File: config.mk
export PLATFORM = sky130hd
export DESIGN_NAME = serpent_inv_linear_transform
export DESIGN_NICKNAME = d
export VERILOG_FILES = /design/src/rtl/serpent_inv_linear_transform.sv
export SDC_FILE = /design/constraint.sdc
export NUM_CORES = 1
export LEC_CHECK = 0
export CAP_MARGIN = 10
export CORE_MARGIN = 2
export CORE_UTILIZATION = 54
export CTS_BUF_LIST = sky130_fd_sc_hd__clkbuf_8
export DETAILED_ROUTE_END_ITERATION = 7
export PLACE_DENSITY = 0.79
export SYNTH_ARGS = -nofsm -noshare
export SYNTH_HDL_FRONTEND = slang
export SYNTH_SLANG_ARGS = --single-unit
File: constraint.sdc
create_clock -name i_clk -period 1.9 [get_ports i_clk]
set_input_delay 0.475 -clock i_clk [delete_from_list [all_inputs] [get_ports i_clk]]
set_output_delay 0.475 -clock i_clk [all_outputs]
set_load 0.05 [all_outputs]
File: src/rtl/serpent_inv_linear_transform.sv
// Pipelined inverse Serpent linear transform; the state is transformed only on tag APPLY_ROUND, otherwise bypassed.
// Define SERPENT_INVLT_ONE_STAGE_EN to fold both stages into a single register (latency 1, capacity 1).
module serpent_inv_linear_transform #(
  parameter logic [5:0] APPLY_ROUND = 6'd32
) (
  input  logic         i_clk,
  input  logic         i_rst_n,
  input  logic         i_valid,
  output logic         o_ready,
  input  logic [127:0] i_data,
  input  logic [5:0]   i_round,
  output logic         o_valid,
  input  logic         i_ready,
  output logic [127:0] o_data,
  output logic [5:0]   o_round
);

  function automatic logic [127:0] f_stage1(input logic [127:0] d);
    logic [31:0] x0, x1, x2, x3;
    {x0, x1, x2, x3} = d;
    x2 = {x2[21:0], x2[31:22]};
    x0 = {x0[4:0], x0[31:5]};
    x2 = x2 ^ x3 ^ {x1[24:0], 7'd0};
    x0 = x0 ^ x1 ^ x3;
    x3 = {x3[6:0], x3[31:7]};
    x1 = {x1[0], x1[31:1]};
    return {x0, x1, x2, x3};
  endfunction

  function automatic logic [127:0] f_stage2(input logic [127:0] d);
    logic [31:0] x0, x1, x2, x3;
    {x0, x1, x2, x3} = d;
    x3 = x3 ^ x2 ^ {x0[28:0], 3'd0};
    x1 = x1 ^ x0 ^ x2;
    x2 = {x2[2:0], x2[31:3]};
    x0 = {x0[12:0], x0[31:13]};
    return {x0, x1, x2, x3};
  endfunction

  logic         r_o_valid;
  logic [127:0] r_o_data;
  logic [5:0]   r_o_round;
  logic         w_s2_load;

  assign w_s2_load = !r_o_valid || i_ready;

`ifdef SERPENT_INVLT_ONE_STAGE_EN
  logic w_apply;

  assign w_apply = (i_round == APPLY_ROUND);
  assign o_ready = w_s2_load;

  // Output stage: whole inverse sequence evaluated from the input beat
  always_ff @(posedge i_clk) begin
    if (!i_rst_n) begin
      r_o_valid <= 1'b0;
      r_o_data  <= 128'd0;
      r_o_round <= 6'd0;
    end else if (w_s2_load) begin
      r_o_valid <= i_valid;
      if (i_valid) begin
        r_o_data  <= w_apply ? f_stage2(f_stage1(i_data)) : i_data;
        r_o_round <= i_round;
      end
    end
  end
`else
  logic         r_s1_valid;
  logic         r_s1_apply;
  logic [127:0] r_s1_data;
  logic [5:0]   r_s1_round;
  logic         w_s1_load;

  // s1 may refill while s2 drains on the same edge, so a full pipe still streams
  assign w_s1_load = !r_s1_valid || w_s2_load;
  assign o_ready   = w_s1_load;

  // First stage: apply decision is latched here alongside the tag
  always_ff @(posedge i_clk) begin
    if (!i_rst_n) begin
      r_s1_valid <= 1'b0;
      r_s1_apply <= 1'b0;
      r_s1_data  <= 128'd0;
      r_s1_round <= 6'd0;
    end else if (w_s1_load) begin
      r_s1_valid <= i_valid;
      if (i_valid) begin
        r_s1_apply <= (i_round == APPLY_ROUND);
        r_s1_data  <= (i_round == APPLY_ROUND) ? f_stage1(i_data) : i_data;
        r_s1_round <= i_round;
      end
    end
  end

  // Second stage: drives the output register
  always_ff @(posedge i_clk) begin
    if (!i_rst_n) begin
      r_o_valid <= 1'b0;
      r_o_data  <= 128'd0;
      r_o_round <= 6'd0;
    end else if (w_s2_load) begin
      r_o_valid <= r_s1_valid;
      if (r_s1_valid) begin
        r_o_data  <= r_s1_apply ? f_stage2(r_s1_data) : r_s1_data;
        r_o_round <= r_s1_round;
      end
    end
  end
`endif

  assign o_valid = r_o_valid;
  assign o_data  = r_o_data;
  assign o_round = r_o_round;

endmodule

==> implementation parameters, run 1 <==
Parameter                              Value

Pwr
  Leak pwr    0.00705 µW
  Int Pwr    10800 µW
  Share of power burned in combinational logic    a little under a quarter
  Power share of the clock group    a little over a third
  Net switching power of the design    a little over 5000 µW
  Register share of total power    between 40% and 50%
  Peak VDD IR    0.452 mV
  Total power    between 15000 and 20000 µW
  Switching power as a share of total power    between 30% and 40%
  PwrDens    ~820 nW/µm²

Timing
  Setup Skew    roughly 22 ps
  Count of pins over their slew limit    0
  Slew HR    between 60% and 70%
  Worst-Margin Slew    573 ps
  Setup repair after global routing missed its margin    no
  Clock period minus worst slack    roughly 1800 ps
  Period utilization    between 90% and 100%
  Final setup violating endpoints    0
  Upper clock frequency limit    542 MHz
  Endpoints failing hold    0
  Final setup TNS    0 ps

Synthesis
  Number of enable-type register cells in the synthesized netlist    0
  Count of yosys warnings during synthesis    0
  Main synth FF type    sky130_fd_sc_hd__dfxtp_1
  Post-synthesis async set-or-reset flop share    0%
  Net Count, Synth    roughly 1.7k
  Post-synthesis register bit count    about 270
  Cell variety after synth    32
  Register area share after synthesis    a little under two fifths
  Post-Synthesis Cells    about 1.6k
  Syn Area/Cell    9.10 µm²
  Post-Synthesis Cell Area    about 15000 µm²

Drt
  Number of optimization iterations in the first detailed-route pass    6
  DRT Wirelength    approximately 60 mm
  Total met3 wirelength after detailed routing    around 6.6 mm
  Met2 layer wire length in the routed design    roughly 26 mm
  Number of vias after detailed routing    roughly 15k
  Antenna Nets Post-Route    0
  Detailed-route vias per instance    6.78
  DRC violation count after routing    0
  Topmost layer with routed signal wires    met4
  Routed WL per cell    between 20 and 30 µm
  Met1 Wirelength    between 20 and 25 mm
  Drt initial violations    ~2.2k

Global route
  Global routing usage summed across all routing layers    approximately two fifths
  Gr ovfl total    0
  Maximum number of pins on one net before global-route repair    approximately 90
  Number of antenna violations at the first check in global routing    0
  Global-route wire length before repair    86.9 mm
  Number of global-route vias before repair    between 10k and 15k

Floorplanning
  Starting utilization of the core area    54.6%
  Die Height    ~170 µm
  Die area    28400 µm²
  Number of core rows    60
  Boundary pin count    about 270
  Chip width    168 µm
  Area of the core region    ~27000 µm²

Layout
  Number of nets in the layout    just over 2k
  Layout cell share with drive strength beyond 1    roughly a fifth
  Final antenna diode count    0
  Area grow syn2layout    32.8%

Clocking
  Clock slew at reported path FFs    approximately 60 ps
  Deepest level of the CTS H-tree    2
  Clock latency at the later pin of the worst-skew pair    a little under 600 ps
  Maximum buffer depth of the clock tree    3
  Clock net sink count    271
  TritonCTS clock tree    done
  Cts bufs inserted    47
  Root buffer cell    sky130_fd_sc_hd__clkbuf_8

Placed design
  Detailed placement HPWL    roughly 43 mm
  Placer Congestion    1.00
  IO buf count    about 270

Critical path
  Crit path required time    1420 ps
  Critical register-to-register path endpoint    r_s1_data[33]
  Type of the worst setup path    flip-flop to output pin
  Setup crit end kind    output pin
  Worst Setup EP    o_ready
  Reg-to-reg setup timing slack    approximately 140 ps
  Worst Reg2Reg Path Length in Cells    6
  Highest fanout seen on the critical path    3
  CP startpoint kind    flip-flop
  Timing startpoint of the critical path    o_valid
  Critical path arrival    roughly 1400 ps
  Worst r2r src    r_s1_valid

Job
  Max-cap check violation count    0

Status
  Outcome    finished, final reports clean

Hold path
  Type of the tightest min-delay check    primary input to flip-flop
==> Yosys cell counts (3+ instances only) <==
| cell type | count | area (µm²) |
|---|---|---|
| sky130_fd_sc_hd__a211oi_1 | 64 | 480 |
| sky130_fd_sc_hd__nand2_1 | 13 | 48.8 |
| sky130_fd_sc_hd__a311oi_1 | 185 | 1620 |
| sky130_fd_sc_hd__xor3_1 | 57 | 1360 |
| sky130_fd_sc_hd__o32ai_1 | 7 | 61.3 |
| sky130_fd_sc_hd__xor2_1 | 10 | 87.6 |
| sky130_fd_sc_hd__xnor2_1 | 61 | 534 |
| sky130_fd_sc_hd__nor3_1 | 7 | 35.0 |
| sky130_fd_sc_hd__clkbuf_1 | 109 | 409 |
| sky130_fd_sc_hd__or3_1 | 61 | 382 |
| sky130_fd_sc_hd__nand3_1 | 133 | 666 |
| sky130_fd_sc_hd__nor2_1 | 3 | 11.3 |
| sky130_fd_sc_hd__buf_2 | 61 | 305 |
| sky130_fd_sc_hd__a21oi_1 | 271 | 1360 |
| sky130_fd_sc_hd__inv_1 | 3 | 11.3 |
| sky130_fd_sc_hd__o21ai_1 | 43 | 215 |
| sky130_fd_sc_hd__buf_4 | 12 | 90.1 |
| sky130_fd_sc_hd__mux2i_1 | 61 | 611 |
| sky130_fd_sc_hd__buf_1 | 8 | 30.0 |
| sky130_fd_sc_hd__dfxtp_1 | 271 | 5430 |
| sky130_fd_sc_hd__o21ai_0 | 152 | 761 |
==> routing by layer <==
metal / vias to the layer above / GRT usage (%)
met5: - / 0
met4: 0 / 23.3
met3: 215 / 7.52
met2: 1097 / 60.8
met1: 7307 / 53.0
li1: 6815 / -
==> worst max-delay path: stages (launching register included) <==
cell	delay (ps)
sky130_fd_sc_hd__dfxtp_4	340
sky130_fd_sc_hd__and3b_2	220
sky130_fd_sc_hd__clkinv_4	80
sky130_fd_sc_hd__buf_12	150
==> registers in the layout (all words and copies together), names as in the netlist <==
register	flops
r_s1_data	128
o_data	128
o_round	6
o_valid	1
r_s1_apply	1
r_s1_round	6
r_s1_valid	1
==> stage by stage <==
step | instances | setup WS (ps) | utilization [%] | instance area (µm²) | hold slack, ps
after floorplan | 1605 | 136 | - | 14600 | 440
after global placement | 2197 | -427 | 68.9 | 18400 | 459
after detailed placement | 2197 | -475 | 68.9 | 18400 | 469
after CTS | 2277 | 44.1 | 72.5 | 19400 | 325
after global routing | 2277 | 34.4 | 72.5 | 19400 | 344
final | 2277 | 54.3 | 72.5 | 19400 | 346
==> what timing repair did <==
| action | CTS | global route |
|---|---|---|
| gates resized for setup | 8 | 0 |
| setup endpoints to repair | 1 | 0 |
| setup buffers | 4 | 0 |
| hold buffers | 0 | 0 |
| endpoints found under the hold margin | 0 | 0 |
==> logic make-up (layout without fill, tap and decap cells) <==
kind of cell    count (synthesis)  after routing  share of synthesized area, %
mux                            61             61                          4.18
compound gates                722            722                          30.8
simple gates                  225            225                          8.32
xor+xnor                      128            128                          13.5
buf+inv                       198            529                          6.03
flops                         271            271                          37.2
==> power by group through the flow <==
stage                     Sequential (µW)  Combinational [µW]  Clock (µW)
final                                6570                3770        5530
after detailed placement             6660                3690           0
after floorplan                      7150                1530           0
after global routing                 6580                3950        5780
after CTS                            6540                3720        5530
after global placement               6660                3640           0
==> cell usage in the layout (no fill, tap or decap), types with 10 or more instances in the layout <==
master / netlist / routed
sky130_fd_sc_hd__clkbuf_8: 0 / 60
sky130_fd_sc_hd__a21oi_1: 271 / 271
sky130_fd_sc_hd__o21ai_0: 152 / 152
sky130_fd_sc_hd__clkdlybuf4s50_1: 0 / 135
sky130_fd_sc_hd__a211oi_1: 64 / 64
sky130_fd_sc_hd__nand3_1: 133 / 133
sky130_fd_sc_hd__buf_12: 0 / 41
sky130_fd_sc_hd__dfxtp_1: 271 / 268
sky130_fd_sc_hd__xor2_1: 10 / 10
sky130_fd_sc_hd__o21ai_1: 43 / 43
sky130_fd_sc_hd__xnor2_1: 61 / 61
sky130_fd_sc_hd__buf_4: 12 / 270
sky130_fd_sc_hd__inv_1: 3 / 13
sky130_fd_sc_hd__mux2i_1: 61 / 61
sky130_fd_sc_hd__nand2_1: 13 / 13
sky130_fd_sc_hd__a311oi_1: 185 / 185
sky130_fd_sc_hd__xor3_1: 57 / 57
sky130_fd_sc_hd__or3_1: 61 / 61
==> how the worst min path moves through the flow <==
stage                        from  cells after the start       endpoint
detailed placement  r_s1_round[4]                      2     o_round[4]
global route              i_valid                      3   r_s1_data[4]
global placement    r_s1_round[5]                      2     o_round[5]
CTS                       i_valid                      3  r_s1_data[67]
finish                    i_valid                      3  r_s1_data[65]
floorplan           r_s1_round[5]                      2     o_round[5]
==> layout make-up <==
type / count / area, µm²
Multi-Input combinational cell: 1136 / 8340
Tap cell: 341 / 427
Clock inverter: 17 / 124
Sequential cell: 271 / 5440
Timing Repair Buffer: 447 / 4210
Clock buffer: 60 / 826
Fill cell: 2063 / 7340
Inverter: 5 / 28.8
Note: power is estimated with default switching activity, not from simulation.
==> run 2, diff against run 1 <==
--- a/config.mk
+++ b/config.mk
@@ -6,11 +6,13 @@
 export NUM_CORES = 1
 export LEC_CHECK = 0
 export CAP_MARGIN = 10
+export CELL_PAD_IN_SITES_DETAIL_PLACEMENT = 0
+export CELL_PAD_IN_SITES_GLOBAL_PLACEMENT = 1
 export CORE_MARGIN = 2
-export CORE_UTILIZATION = 54
+export CORE_UTILIZATION = 41
 export CTS_BUF_LIST = sky130_fd_sc_hd__clkbuf_8
 export DETAILED_ROUTE_END_ITERATION = 7
-export PLACE_DENSITY = 0.79
+export PLACE_DENSITY = 0.8
 export SYNTH_ARGS = -nofsm -noshare
 export SYNTH_HDL_FRONTEND = slang
 export SYNTH_SLANG_ARGS = --single-unit
==> run 2 against run 1 <==
  * Combinational power increased by 5%
  * Global-route usage is 5.3 points lower
  * Critical endpoint unchanged
  * Maximum frequency down 2.1%
  * Setup slack lost 39 ps
  * Non-clock buffer count rose by 10
  * Die area up 31%
  * Cell count up 6.2%
  * Sequential share of layout area is 0.55 points lower
  * Critical path type unchanged
  * Via count decreased by 0.80%
  * Total power increased by 0.53%
  * Count of clock-buffer cells in the layout increased by 1
==> implementation parameters, run 2 (same netlist as run 1, synthesis figures left out) <==
Parameter                              Value

Critical path
  Critical path arrival    1410 ps (was 1370 ps)
  Type of the worst setup path    flip-flop to output pin (unchanged)
  Highest fanout seen on the critical path    2 (was 3)
  CP startpoint kind    flip-flop (unchanged)
  Setup crit end kind    output pin (unchanged)
  Crit path required time    1420 ps (about the same)

Pwr
  PwrDens    807 nW/µm² (was 819 nW/µm²)
  Leak pwr    0.00721 µW (was 0.00705 µW)
  Peak VDD IR    0.472 mV (was 0.452 mV)
  Total power    16000 µW (was 15900 µW)

Timing
  Worst-Margin Slew    668 ps (was 573 ps)
  Setup Skew    19.9 ps (was 21.7 ps)
  Upper clock frequency limit    531 MHz (was 542 MHz)
  Final setup violating endpoints    0 (unchanged)
  Setup repair after global routing missed its margin    yes (was no)
  Count of pins over their slew limit    0 (unchanged)
  Period utilization    99.2% (was 97.1%)
  Final setup TNS    0 ps (unchanged)
  Slew HR    55.1% (was 61.8%)
  Endpoints failing hold    0 (unchanged)
  Clock period minus worst slack    1880 ps (was 1850 ps)
  Worst hold slack after final layout    297 ps (was 346 ps)

Job
  Max-cap check violation count    0 (unchanged)

Global route
  Gr ovfl total    0 (unchanged)
  Number of antenna violations at the first check in global routing    0 (unchanged)
  Global routing usage summed across all routing layers    34.6% (was 39.8%)
  Global-route wire length before repair    94.4 mm (was 86.9 mm)
  Number of global-route vias before repair    14.4k (was 14.5k)
  Maximum number of pins on one net before global-route repair    126 (was 91)

Floorplanning
  Starting utilization of the core area    41.4% (was 54.6%)
  Die area    37100 µm² (was 28400 µm²)
  Number of core rows    69 (was 60)
  Area of the core region    35300 µm² (was 26700 µm²)
  Chip width    193 µm (was 168 µm)
  Boundary pin count    274 (unchanged)
  Die Height    193 µm (was 168 µm)

Clocking
  Deepest level of the CTS H-tree    2 (unchanged)
  Maximum buffer depth of the clock tree    3 (unchanged)
  Clock net sink count    271 (unchanged)
  Root buffer cell    sky130_fd_sc_hd__clkbuf_8 (unchanged)
  Clock latency at the later pin of the worst-skew pair    600 ps (was 580 ps)
  TritonCTS clock tree    done (unchanged)
  Cts bufs inserted    49 (was 47)
  Clock slew at reported path FFs    60 ps (about the same)
  CTS Hold Bufs    0 (unchanged)

Layout
  Number of nets in the layout    2058 (was 2046)
  Leading cell types in the layout, fill and taps excluded    271 x sky130_fd_sc_hd__a21oi_1, 268 x sky130_fd_sc_hd__buf_4, 268 x sky130_fd_sc_hd__dfxtp_1 (was 271 x sky130_fd_sc_hd__a21oi_1, 270 x sky130_fd_sc_hd__buf_4, 268 x sky130_fd_sc_hd__dfxtp_1)
  Final standard cell count with taps included and fillers excluded    2419 (was 2277)
  Layout cell share with drive strength beyond 1    20.6% (was 20.2%)
  Area grow syn2layout    35.4% (was 32.8%)
  Most common cell after layout, fill and taps aside    sky130_fd_sc_hd__a21oi_1 (unchanged)

Drt
  Detailed-route vias per instance    6.33 (was 6.78)
  Routed WL per cell    27.1 µm (was 25.7 µm)
  DRT Wirelength    65.6 mm (was 58.4 mm)
  Number of vias after detailed routing    15.3k (was 15.4k)
  DRC violation count after routing    0 (unchanged)
  Number of optimization iterations in the first detailed-route pass    8 (was 6)
  Drt initial violations    1690 (was 2152)
  Antenna Nets Post-Route    0 (unchanged)

Placed design
  Detailed placement HPWL    48.3 mm (was 43.0 mm)
  IO buf count    273 (unchanged)
  Cell count after placement    2327 (was 2197)
  Placer Congestion    1.02 (was 1.00)

Hold path
  Type of the tightest min-delay check    primary input to flip-flop (unchanged)

Status
  Outcome    finished, final reports clean (unchanged)
==> run 2: cell types whose count changed in the layout (fill, tap and decap cells not counted), moves of 2 or more <==
cell                        before  now
sky130_fd_sc_hd__buf_12         41   53
sky130_fd_sc_hd__inv_1          13   22
sky130_fd_sc_hd__o21ai_0       152  149
sky130_fd_sc_hd__o21ai_1        43   46
sky130_fd_sc_hd__buf_4         270  268
sky130_fd_sc_hd__bufinv_16       2    0
sky130_fd_sc_hd__clkinv_2        3    5
==> run 2: layout make-up <==
class                   instances  area [µm²]
fillers                      3237       15500
multi-input cells            1136        8340
flip-flops and latches        271        5440
repair buffers                457        4430
clock buffers                  61         840
well taps                     461         577
clock inverters                27         115
inverters                       5        36.3
diodes                          1        2.50
==> run 2: report_power, final <==
| part | switching [µW] | internal [µW] |
|---|---|---|
| Clock | 2560 | 2880 |
| Combinational | 2290 | 1670 |
| Sequential | 465 | 6090 |
==> run 2: critical path, cell delays in order, from the launching register on <==
cell,delay (ps)
sky130_fd_sc_hd__dfxtp_4,340
sky130_fd_sc_hd__and3b_2,270
sky130_fd_sc_hd__clkinv_8,70
sky130_fd_sc_hd__buf_12,140
==> run 2: final timing paths <==
path | start | cells after the start | endpoint | slack [ps]
max | o_valid | 3 | o_ready | 20
min | i_valid | 3 | r_s1_round[4] | 300
max reg2reg | o_valid | 7 | r_s1_data[89] | 30
min reg2reg | r_s1_round[4] | 2 | r_s1_round[4] | 480
==> run 2: repair_timing <==
item,4_1_cts,5_1_grt
cloned,0,0
endpoints found under the setup margin,1,5
gates resized for setup,9,3
setup buffers,3,1
pin swaps,1,1
==> run 2: through the flow <==
| step | utilization (%) | area, µm² | setup WS (ps) |
|---|---|---|---|
| 2_1_floorplan | - | 14600 | 136 |
| 3_3_place_gp | 53.2 | 18800 | -584 |
| 3_5_place_dp | 53.2 | 18800 | -633 |
| 4_1_cts | 56.0 | 19800 | -21.4 |
| 5_1_grt | 56.0 | 19800 | -31.0 |
| 6_report | 56.0 | 19800 | 15.1 |
==> run 2: routing by layer <==
metal / GRT usage (%) / routed length [µm] / vias up
met5: 0 / 0 / -
met4: 19.1 / 4020 / 0
met3: 6.40 / 5530 / 171
met2: 53.7 / 29200 / 819
met1: 45.2 / 26800 / 7474
li1: - / - / 6847
==> run 3, diff against run 2 <==
--- a/config.mk
+++ b/config.mk
@@ -8,9 +8,9 @@
 export CAP_MARGIN = 10
 export CELL_PAD_IN_SITES_DETAIL_PLACEMENT = 0
 export CELL_PAD_IN_SITES_GLOBAL_PLACEMENT = 1
-export CORE_MARGIN = 2
 export CORE_UTILIZATION = 41
 export CTS_BUF_LIST = sky130_fd_sc_hd__clkbuf_8
+export CTS_CLUSTER_SIZE = 20
 export DETAILED_ROUTE_END_ITERATION = 7
 export PLACE_DENSITY = 0.8
 export SYNTH_ARGS = -nofsm -noshare
==> constraint.sdc (replaced) <==
create_clock -name i_clk -period 1.8 [get_ports i_clk]
set_input_delay 0.45 -clock i_clk [delete_from_list [all_inputs] [get_ports i_clk]]
set_output_delay 0.45 -clock i_clk [all_outputs]
set_load 0.05 [all_outputs]
==> run 3 against run 2 <==
  * The run now ends with negative setup slack left
  * Wire length rose by 0.94%
  * Critical path depth rose by 1
  * Via count rose by 1.1%
  * Critical endpoint unchanged
  * Largest power group unchanged
==> implementation parameters, run 3 (same netlist as run 1, synthesis figures left out) <==
Parameter                              Value

Timing
  Worst-Margin Slew    624 ps (was 668 ps)
  Clock period minus worst slack    around 1800 ps
  Smallest setup slack after layout    -36.0 ps (was 15.1 ps)
  Period utilization    102%
  Worst hold slack after final layout    269 ps (was 297 ps)
  Upper clock frequency limit    between 500 and 600 MHz
  Setup Skew    21.0 ps (was 19.9 ps)
  Endpoints failing hold    0 (unchanged)
  Setup repair after global routing missed its margin    yes (unchanged)
  Slew HR    58.1% (was 55.1%)
  Final setup violating endpoints    1 (was 0)
  Count of pins over their slew limit    0 (unchanged)

Critical path
  Buffering stage count on the worst path with inverters included    3 (was 2)
  CP startpoint kind    primary input (was flip-flop)
  Worst path cell trace    clkdlybuf4s50_1 -> and3b_2 -> clkinv_4 -> buf_8 (was and3b_2 -> clkinv_8 -> buf_12)
  Crit path required time    1350 ps (was 1420 ps)
  Worst Reg2Reg Path Length in Cells    8 (was 7)
  Type of the worst setup path    primary input to output pin (was flip-flop to output pin)
  Setup crit end kind    output pin (unchanged)
  Worst r2r src    o_valid (unchanged)
  Reg-to-reg setup timing slack    90 ps (was 30 ps)
  Cell with the largest stage delay on the worst path    sky130_fd_sc_hd__clkdlybuf4s50_1 (was sky130_fd_sc_hd__dfxtp_4)
  Kind of cell adding the most delay to the critical path    buffers and inverters (was flip-flops)
  Critical register-to-register path endpoint    r_s1_data[54] (was r_s1_data[89])
  Max stage delay on crit path    430 ps (was 340 ps)
  Critical path arrival    1390 ps (was 1410 ps)
  Highest fanout seen on the critical path    2 (unchanged)

Drt
  Detailed-route vias per instance    6.32 (was 6.33)
  Drt initial violations    1893 (was 1690)
  DRC violation count after routing    0 (unchanged)
  DRT Wirelength    66.2 mm (was 65.6 mm)
  Number of optimization iterations in the first detailed-route pass    5 (was 8)
  Number of vias after detailed routing    15.5k (was 15.3k)
  Routed WL per cell    27.0 µm (was 27.1 µm)
  Antenna Nets Post-Route    0 (unchanged)

Global route
  Number of global-route vias before repair    14.2k (was 14.4k)
  Gr ovfl total    0 (unchanged)
  Maximum number of pins on one net before global-route repair    126 (unchanged)
  Global routing usage summed across all routing layers    35.0% (was 34.6%)
  Number of antenna violations at the first check in global routing    1 (was 0)
  Global-route wire length before repair    93.9 mm (was 94.4 mm)

Floorplanning
  Die Height    191 µm (was 193 µm)
  Chip width    191 µm (was 193 µm)
  Starting utilization of the core area    42.0% (was 41.4%)
  Area of the core region    34800 µm² (was 35300 µm²)
  Number of core rows    68 (was 69)
  Die area    36400 µm² (was 37100 µm²)
  Boundary pin count    274 (unchanged)

Clocking
  Clock slew at reported path FFs    60 ps (about the same)
  TritonCTS clock tree    done (unchanged)
  CTS Hold Bufs    0 (unchanged)
  Maximum buffer depth of the clock tree    3 (unchanged)
  Clock latency at the later pin of the worst-skew pair    590 ps (was 600 ps)
  Cts bufs inserted    46 (was 49)
  Deepest level of the CTS H-tree    2 (unchanged)
  Clock net sink count    271 (unchanged)
  Root buffer cell    sky130_fd_sc_hd__clkbuf_8 (unchanged)

Pwr
  PwrDens    830 nW/µm² (was 807 nW/µm²)
  Leak pwr    0.00747 µW (was 0.00721 µW)
  Peak VDD IR    0.415 mV (was 0.472 mV)

Layout
  Non-Filler Cell Area, Final    20200 µm² (was 19800 µm²)
  Combined area of the multi-input logic cells    8380 µm² (was 8340 µm²)
  Number of nets in the layout    2102 (was 2058)
  Number of filler instances in the final layout    3140 (was 3237)
  Area grow syn2layout    38.4% (was 35.4%)
  Sequential cell area    5440 µm² (unchanged)
  Most common cell after layout, fill and taps aside    sky130_fd_sc_hd__buf_4 (was sky130_fd_sc_hd__a21oi_1)
  Leading cell types in the layout, fill and taps excluded    305 x sky130_fd_sc_hd__buf_4, 271 x sky130_fd_sc_hd__a21oi_1, 268 x sky130_fd_sc_hd__dfxtp_1 (was 271 x sky130_fd_sc_hd__a21oi_1, 268 x sky130_fd_sc_hd__buf_4, 268 x sky130_fd_sc_hd__dfxtp_1)
  Layout cell share with drive strength beyond 1    22.4% (was 20.6%)

Hold path
  Start point of the worst hold path    i_valid (unchanged)
  Type of the tightest min-delay check    primary input to flip-flop (unchanged)
  Worst hold path endpoint    r_s1_data[92] (was r_s1_round[4])
  Cell depth of the worst hold path    3 (unchanged)

Placed design
  Placer Congestion    0.990 (was 1.02)
  Instance area after placement    19200 µm² (was 18800 µm²)
  Detailed placement HPWL    49.3 mm (was 48.3 mm)
  IO buf count    273 (unchanged)

Job
  Max-cap check violation count    0 (unchanged)

Status
  Violations in the final reports    negative setup slack
  Outcome    complete, but fails checks (was finished, final reports clean)
## run 3: cell count changes in the layout (fill, tap and decap cells not counted), moves of 2 or more
cell,change
sky130_fd_sc_hd__inv_1,-2
sky130_fd_sc_hd__buf_4,+37
sky130_fd_sc_hd__buf_12,+6
sky130_fd_sc_hd__o21ai_1,-3
sky130_fd_sc_hd__a311oi_1,-2
sky130_fd_sc_hd__dlymetal6s2s_1,+4
sky130_fd_sc_hd__clkinv_2,-5
sky130_fd_sc_hd__a311oi_2,+2
sky130_fd_sc_hd__or4b_2,+2
sky130_fd_sc_hd__o21ai_0,+3
sky130_fd_sc_hd__clkdlybuf4s50_1,-3
## run 3: final cells by class
type | count | share of cell area (%)
antenna | 1 | 0.0124
clock inverter | 19 | 0.371
timing repair buffer | 502 | 24.2
tap | 455 | 2.82
sequential | 271 | 26.9
inverter | 5 | 0.142
multi-input combinational | 1138 | 41.5
clock buffer | 61 | 4.15
## run 3: metal layers
| layer | vias up | track usage [%] | wire length [µm] |
|---|---|---|---|
| met1 | 7537 | 46.1 | 27000 |
| li1 | 6938 | - | - |
| met2 | 852 | 55.8 | 30100 |
| met5 | - | 0 | 0 |
| met4 | 0 | 17.1 | 3410 |
| met3 | 158 | 5.19 | 5630 |
## run 3: worst min-delay path: stages
cell and delay, ps:
sky130_fd_sc_hd__buf_4 160, sky130_fd_sc_hd__a21oi_1 130, sky130_fd_sc_hd__a311oi_1 50
## run 3: per-stage QoR
stage | std cells | util, % | setup TNS (ps) | power, µW | worst slack (ps)
2_1_floorplan | 1605 | - | 0 | 9150 | 60.9
6_report | 2452 | 58.1 | -36.0 | 16800 | -36.0
4_1_cts | 2446 | 57.8 | -28.1 | 16800 | -28.1
5_1_grt | 2451 | 58.1 | -48.4 | 17300 | -48.4
3_3_place_gp | 2363 | 55.1 | -78410 | 11200 | -529
3_5_place_dp | 2363 | 55.1 | -83330 | 11200 | -536
## run 3: worst max-delay path by stage
stage                           from            end  cells after the start  slack [ps]
final                        i_ready        o_ready                      4         -40
after CTS                 r_s1_valid        o_ready                      3         -30
after global placement    i_round[0]  r_s1_data[71]                      5        -530
after floorplan              o_valid        o_ready                      4          60
after detailed placement  i_round[0]  r_s1_data[39]                      5        -540
after global routing         o_valid        o_ready                      3         -50
## run 3: power breakdown
part / total [µW] / internal [µW] / switching, µW / leakage, µW
registers: 6900 / 6430 / 469 / 0.00224
logic: 4310 / 1840 / 2470 / 0.00469
clock network: 5570 / 3000 / 2580 / 0.000535
total: 16800 / 11300 / 5520 / 0.00747
## run 3: what timing repair did
| action | 4_1_cts | 5_1_grt |
|---|---|---|
| setup buffers | 4 | 2 |
| gates cloned | 0 | 3 |
| gates resized for setup | 6 | 7 |
| endpoints found under the setup margin | 1 | 21 |
| pin swaps | 1 | 3 |
